`src/rtl/reg_timer.sv`:
```
// ----------------------------------------------------------------------------
// reg_timer
//   Bus-side register block for the machine timer. Presents the free-running
//   64-bit mtime and the programmable mtimecmp/msip to software through a
//   32-bit valid/ready request/response bus, with tear-free 64-bit access:
//     - reading MTIME_LO snapshots mtime[63:32]; MTIME_HI returns the snapshot
//     - writing MTIMECMP_LO only loads a shadow; writing MTIMECMP_HI commits
//       {hi, shadow} to mtimecmp in a single edge
//
//   Register map (byte address, word index req_addr[4:2]):
//     0 MTIME_LO    RO   mtime[31:0], latches mtime[63:32] into the snapshot
//     1 MTIME_HI    RO   snapshot of mtime[63:32]
//     2 MTIMECMP_LO RW   read: committed mtimecmp[31:0]; write: shadow only
//     3 MTIMECMP_HI RW   write commits {hi merged by req_be, shadow}
//     4 MSIP        RW   bit 0
//     5 STATUS      RO   {30'b0, msip, int_timer}
//     6-7           error
//
// Ports
//   clk, rst_n              clock, asynchronous active-low reset
//   req_valid/req_ready     request handshake (req_ready = !rsp_valid | rsp_ready)
//   req_we, req_addr,
//   req_be, req_wdata       request payload
//   rsp_valid/rsp_ready     response handshake (single-entry buffer)
//   rsp_rdata, rsp_err      response payload, stable while rsp_valid & !rsp_ready
//   mtime, int_timer        from fnc_timer
//   mtimecmp, msip          to fnc_timer / interrupt logic
// ----------------------------------------------------------------------------
module reg_timer #(
  parameter int          ADDR_W    = 5,
  parameter logic [63:0] CMP_RESET = 64'h0
) (
  input  logic              clk,
  input  logic              rst_n,
  input  logic              req_valid,
  output logic              req_ready,
  input  logic              req_we,
  input  logic [ADDR_W-1:0] req_addr,
  input  logic [3:0]        req_be,
  input  logic [31:0]       req_wdata,
  output logic              rsp_valid,
  input  logic              rsp_ready,
  output logic [31:0]       rsp_rdata,
  output logic              rsp_err,
  input  logic [63:0]       mtime,
  input  logic              int_timer,
  output logic [63:0]       mtimecmp,
  output logic              msip
);

  typedef enum logic [2:0] {
    REG_MTIME_LO = 3'd0,
    REG_MTIME_HI = 3'd1,
    REG_CMP_LO   = 3'd2,
    REG_CMP_HI   = 3'd3,
    REG_MSIP     = 3'd4,
    REG_STATUS   = 3'd5
  } reg_idx_e;

  // Byte-lane merge: lanes with be set take the new data, others keep old.
  function automatic logic [31:0] be_merge(input logic [31:0] old_val,
                                           input logic [31:0] new_val,
                                           input logic [3:0]  be);
    logic [31:0] res;
    res = old_val;
    for (int b = 0; b < 4; b++) begin
      if (be[b]) res[8*b +: 8] = new_val[8*b +: 8];
    end
    return res;
  endfunction

  logic [31:0] cmp_lo_shadow;
  logic [31:0] mtime_hi_snap;

  reg_idx_e    idx;
  logic        accept;

  // Decoded response and write strobes for the request currently offered.
  logic [31:0] dec_rdata;
  logic        dec_err;
  logic        wr_cmp_lo;
  logic        wr_cmp_hi;
  logic        wr_msip;
  logic        snap_en;

  // A new request may load the buffer when it is empty or being drained.
  assign req_ready = !rsp_valid || rsp_ready;
  assign accept    = req_valid && req_ready;
  assign idx       = reg_idx_e'(req_addr[4:2]);

  // --------------------------------------------------------------------------
  // Address decode
  // --------------------------------------------------------------------------
  always_comb begin
    // NOTE: every output of this block gets a default first so that no path
    // through the case statement leaves one unassigned (which would be a latch).
    dec_rdata = 32'h0;
    dec_err   = 1'b0;
    wr_cmp_lo = 1'b0;
    wr_cmp_hi = 1'b0;
    wr_msip   = 1'b0;
    snap_en   = 1'b0;

    if (req_addr[1:0] != 2'b00) begin
      dec_err = 1'b1;
    end else begin
      unique case (idx)
        REG_MTIME_LO: begin
          if (req_we) dec_err = 1'b1;
          else begin
            dec_rdata = mtime[31:0];
            snap_en   = 1'b1;
          end
        end
        REG_MTIME_HI: begin
          if (req_we) dec_err   = 1'b1;
          else        dec_rdata = mtime_hi_snap;
        end
        REG_CMP_LO: begin
          // Reads return the committed value, never the pending shadow.
          if (req_we) wr_cmp_lo = |req_be;
          else        dec_rdata = mtimecmp[31:0];
        end
        REG_CMP_HI: begin
          // An all-zero byte enable is a no-op, so it must not commit the shadow.
          if (req_we) wr_cmp_hi = |req_be;
          else        dec_rdata = mtimecmp[63:32];
        end
        REG_MSIP: begin
          if (req_we) wr_msip   = req_be[0];
          else        dec_rdata = {31'b0, msip};
        end
        REG_STATUS: begin
          if (req_we) dec_err   = 1'b1;
          else        dec_rdata = {30'b0, msip, int_timer};
        end
        default: dec_err = 1'b1;
      endcase
    end
  end

  // --------------------------------------------------------------------------
  // Architectural state: side effects commit on the acceptance edge
  // --------------------------------------------------------------------------
  // NOTE: this block holds only a handful of flops (no storage array), so every
  // one of them is given a defined value by the asynchronous reset.
  always_ff @(posedge clk or negedge rst_n) begin
    if (!rst_n) begin
      mtimecmp      <= CMP_RESET;
      cmp_lo_shadow <= CMP_RESET[31:0];
      msip          <= 1'b0;
      mtime_hi_snap <= 32'h0;
    end else if (accept) begin
      // NOTE: non-blocking assignments here mean the CMP_HI commit below sees
      // the shadow value from before this edge, like every other reader.
      if (wr_cmp_lo) cmp_lo_shadow <= be_merge(cmp_lo_shadow, req_wdata, req_be);
      if (wr_cmp_hi) mtimecmp      <= {be_merge(mtimecmp[63:32], req_wdata, req_be),
                                       cmp_lo_shadow};
      if (wr_msip)   msip          <= req_wdata[0];
      if (snap_en)   mtime_hi_snap <= mtime[63:32];
    end
  end

  // --------------------------------------------------------------------------
  // Single-entry response buffer
  // --------------------------------------------------------------------------
  // A new acceptance overwrites the buffer even when the old response retires
  // on the same edge; otherwise a consumed response simply drops valid and the
  // payload is left as-is (it is only meaningful while rsp_valid is high).
  always_ff @(posedge clk or negedge rst_n) begin
    if (!rst_n) begin
      rsp_valid <= 1'b0;
      rsp_rdata <= 32'h0;
      rsp_err   <= 1'b0;
    end else if (accept) begin
      rsp_valid <= 1'b1;
      rsp_rdata <= dec_rdata;
      rsp_err   <= dec_err;
    end else if (rsp_ready) begin
      rsp_valid <= 1'b0;
    end
  end

endmodule

```
`config.mk`:
```
export PLATFORM = sky130hd
export DESIGN_NAME = reg_timer
export DESIGN_NICKNAME = d
export VERILOG_FILES = /design/src/rtl/reg_timer.sv
export SDC_FILE = /design/constraint.sdc
export NUM_CORES = 1
export LEC_CHECK = 0
export CELL_PAD_IN_SITES_DETAIL_PLACEMENT = 1
export CELL_PAD_IN_SITES_GLOBAL_PLACEMENT = 1
export CORE_UTILIZATION = 35
export DETAILED_ROUTE_END_ITERATION = 8
export HOLD_SLACK_MARGIN = 0.15
export PLACE_DENSITY_LB_ADDON = 0.1
export SYNTH_ARGS = -nofsm -noshare
export SYNTH_HDL_FRONTEND = slang
export SYNTH_SLANG_ARGS = --single-unit
```
`constraint.sdc`:
```
create_clock -name clk -period 2.37 [get_ports clk]
set_clock_uncertainty 0.1 [all_clocks]
set_input_delay 0.474 -clock clk [delete_from_list [all_inputs] [get_ports clk]]
set_output_delay 0.474 -clock clk [all_outputs]
set_load 0.1 [all_outputs]
```
==> impl_metrics.tcl <==
set metrics [dict create \
    wl_um 19900 \
    status "completed" \
    vias 4598 \
    firstDrtPassIters 4 \
    worstPathMaxFanout 11 \
    timing.final.crit_share_pct 92.6 \
    grt_pass1_wl_um 31900 \
    maxCapViolCount 0 \
    fmax_ghz 0.456 \
    synthMostInstantiatedCell "dfrtp_1" \
    cp-startpoint "req_addr[0]" \
    die-width_um 145 \
    synthFlopType "dfrtp_1" \
    fp.dieH_um 145 \
    r2r_slack_ps 210 \
    nets 763 \
    cts_max_level 4 \
    period_minus_slack_ps 2190 \
    antenna_left 0 \
    via_per_inst 4.92 \
    relSlewSlack_pct 30.9 \
    yosys_warnings 0 \
    place_ws_ps -244 \
    ys_types 35 \
    clock-sinks 163 \
    peakVddDrop_mv 0.480 \
    grt_pass1_vias 5250 \
    synth-async-reset-ratio_pct 100 \
    final-seq-area_sq_mm 0.00408 \
    wl_per_cell_um 21.2 \
    rsz0062_at_grt "no" \
    crit_path_end_kind "flip-flop" \
    synthToLayoutAreaGrowth_pct 40.5 \
    worst_pin_slew_ps 1030 \
    routabilityCongestion 0.814 \
    ys_ff_latch 163 \
    num_io_pins 211 \
    holdCritPathClass "flip-flop to flip-flop" \
    hold_path_startpoint "rsp_rdata[0]" \
    power_density_mw_per_mm2 697 \
    ys_top_cells_by_count "dfrtp_1, mux2_2, mux2_4, a22o_1, mux4_2" \
    cp.arrival_ps 2390 \
    start_util_pct 35.6 \
    setup-tns-final_ps 0 \
    first_iter_violations 125 \
    cts_root_buf "clkbuf_16" \
    netlist_area_sq_mm 0.00720 \
    hpwl_um 13900 \
    cp.required_ps 2570 \
    critPathLaunchType "input pin" \
    cts_tree "built" \
    power.leakage_nw 4.94 \
    final_layout_size_suffix_gt1_share_pct 50.2 \
    grt_max_degree 49 \
    yosysTopAreaCellShare_pct 56.6 \
    synth_area_per_cell_sq_um 17.1 \
    nFillCells 1966 \
    path_clk_slew_ps 60 \
    hold_viol 0 \
    dp.cells 902 \
    portBuffers 210 \
    num_rows 52 \
    synth_area_leaders "dfrtp_1, mux2_4, mux2_2, mux4_2, a22o_1" \
    dieArea_sq_mm 0.0212 \
    final_cell_count_no_fill 935 \
    synth_largest_area_cell "dfrtp_1" \
    clk_latency_ps 410 \
    multiInputGateArea_sq_mm 0.00296 \
    overflow 0 \
    cts-resized-gates 0 \
    synth_nets 533 \
    remaining_drc_errors 0 \
    synth_edf_count 0 \
    slew_viol_final 0 \
    setup_viol 0 \
    ys_seq_area_share_pct 56.6 \
    setup_ws_ps 176 \
    globalRouteTotalUtil_pct 19.9 \
    core_area_sq_mm 0.0202 \
    critPathKind "input pin to flip-flop" \
    postSynthCellCount 422 \
    grt_antenna_before_repair 2 \
    cts_buffers 17 \
    cts_max_path_buffers 2 \
    timing.rr.start "rsp_valid" \
]
==> cells by family (layout without fill, tap and decap cells) <==
group,count (synthesis),count (layout),synth area share [%]
muxes,163,163,33.2
DFF,163,163,56.6
and+or+nand+nor,29,29,2.87
other,0,1,0
buffers and inverters,25,267,2.45
AOI/OAI and AO/OA,42,42,4.83
==> sequential cells by signal, summed over array words and instances (netlist names) <==
register,count
cmp_lo_shadow,32
msip,1
mtime_hi_snap,32
mtimecmp,64
rsp_err,1
rsp_rdata,32
rsp_valid,1
==> power breakdown <==
| group | switching, W | leakage (nW) | internal [W] |
|---|---|---|---|
| Clock | 0.00114 | 0.294 | 0.00172 |
| Sequential | 0.0000975 | 2.24 | 0.00293 |
| Combinational | 0.000670 | 2.41 | 0.000484 |
==> through the flow <==
stage	cell area, sq um	utilization (%)	total power [W]	hold slack, ps
3_5_place_dp	9500	46.9	0.00424	360
2_1_floorplan	7210	-	0.00376	78.4
4_1_cts	10100	50.0	0.00715	400
3_3_place_gp	9500	46.9	0.00421	353
6_report	10100	50.0	0.00705	395
5_1_grt	10100	50.0	0.00732	416
==> worst paths after layout <==
check                              endpoint  cells after the start
max                        mtime_hi_snap[8]                      6
min reg2reg                    rsp_rdata[0]                      2
min in group asynchronous     rsp_rdata[27]                      2
min                            rsp_rdata[0]                      2
max reg2reg                mtime_hi_snap[8]                      6
max in group asynchronous      mtimecmp[16]                      3
==> metal layers <==
metal	global-route usage, %	routed length, um	vias to the layer above
met5	0	13	-
met4	3.58	121	2
met3	6.02	1030	13
met2	33.2	9990	121
met1	25.8	8710	2405
li1	-	-	2057
==> layout make-up <==
class                      instances  share of cell area [%]
tap                              270                    3.34
inverter                           2                   0.124
multi-input combinational        234                    29.3
sequential                       163                    40.3
clock inverter                    10                    1.48
antenna                            1                  0.0247
clock buffer                      21                    4.55
timing repair buffer             234                    20.9
==> timing repair <==
action / in CTS / in global routing
hold buffers: 1 / 0
hold endpoints to repair: 43 / 0
setup buffers: 0 / 0
setup endpoints to repair: 0 / 0
==> cells in the final DEF (no fill, tap or decap), types with 2 or more instances in the layout <==
cell type	instances
dfrtp_1	162
nand3_1	2
mux2_2	70
a21oi_1	2
mux2i_1	3
inv_6	3
a22o_1	30
mux4_2	30
nand2_2	9
mux2_4	60
buf_4	116
buf_12	7
clkbuf_8	2
nand2b_1	2
buf_2	2
clkinv_4	4
nor2_1	2
clkbuf_1	2
clkbuf_16	17
nand2_1	4
o21ai_0	5
clkdlybuf4s50_1	107
bufinv_16	3
==> worst max-delay path, cell delays in order <==
cell,delay [ps]
clkdlybuf4s50_1,430
nor2_1,170
nand4b_2,130
or4_2,610
buf_4,250
mux2_4,320
Note: power is estimated with default switching activity, not from simulation.
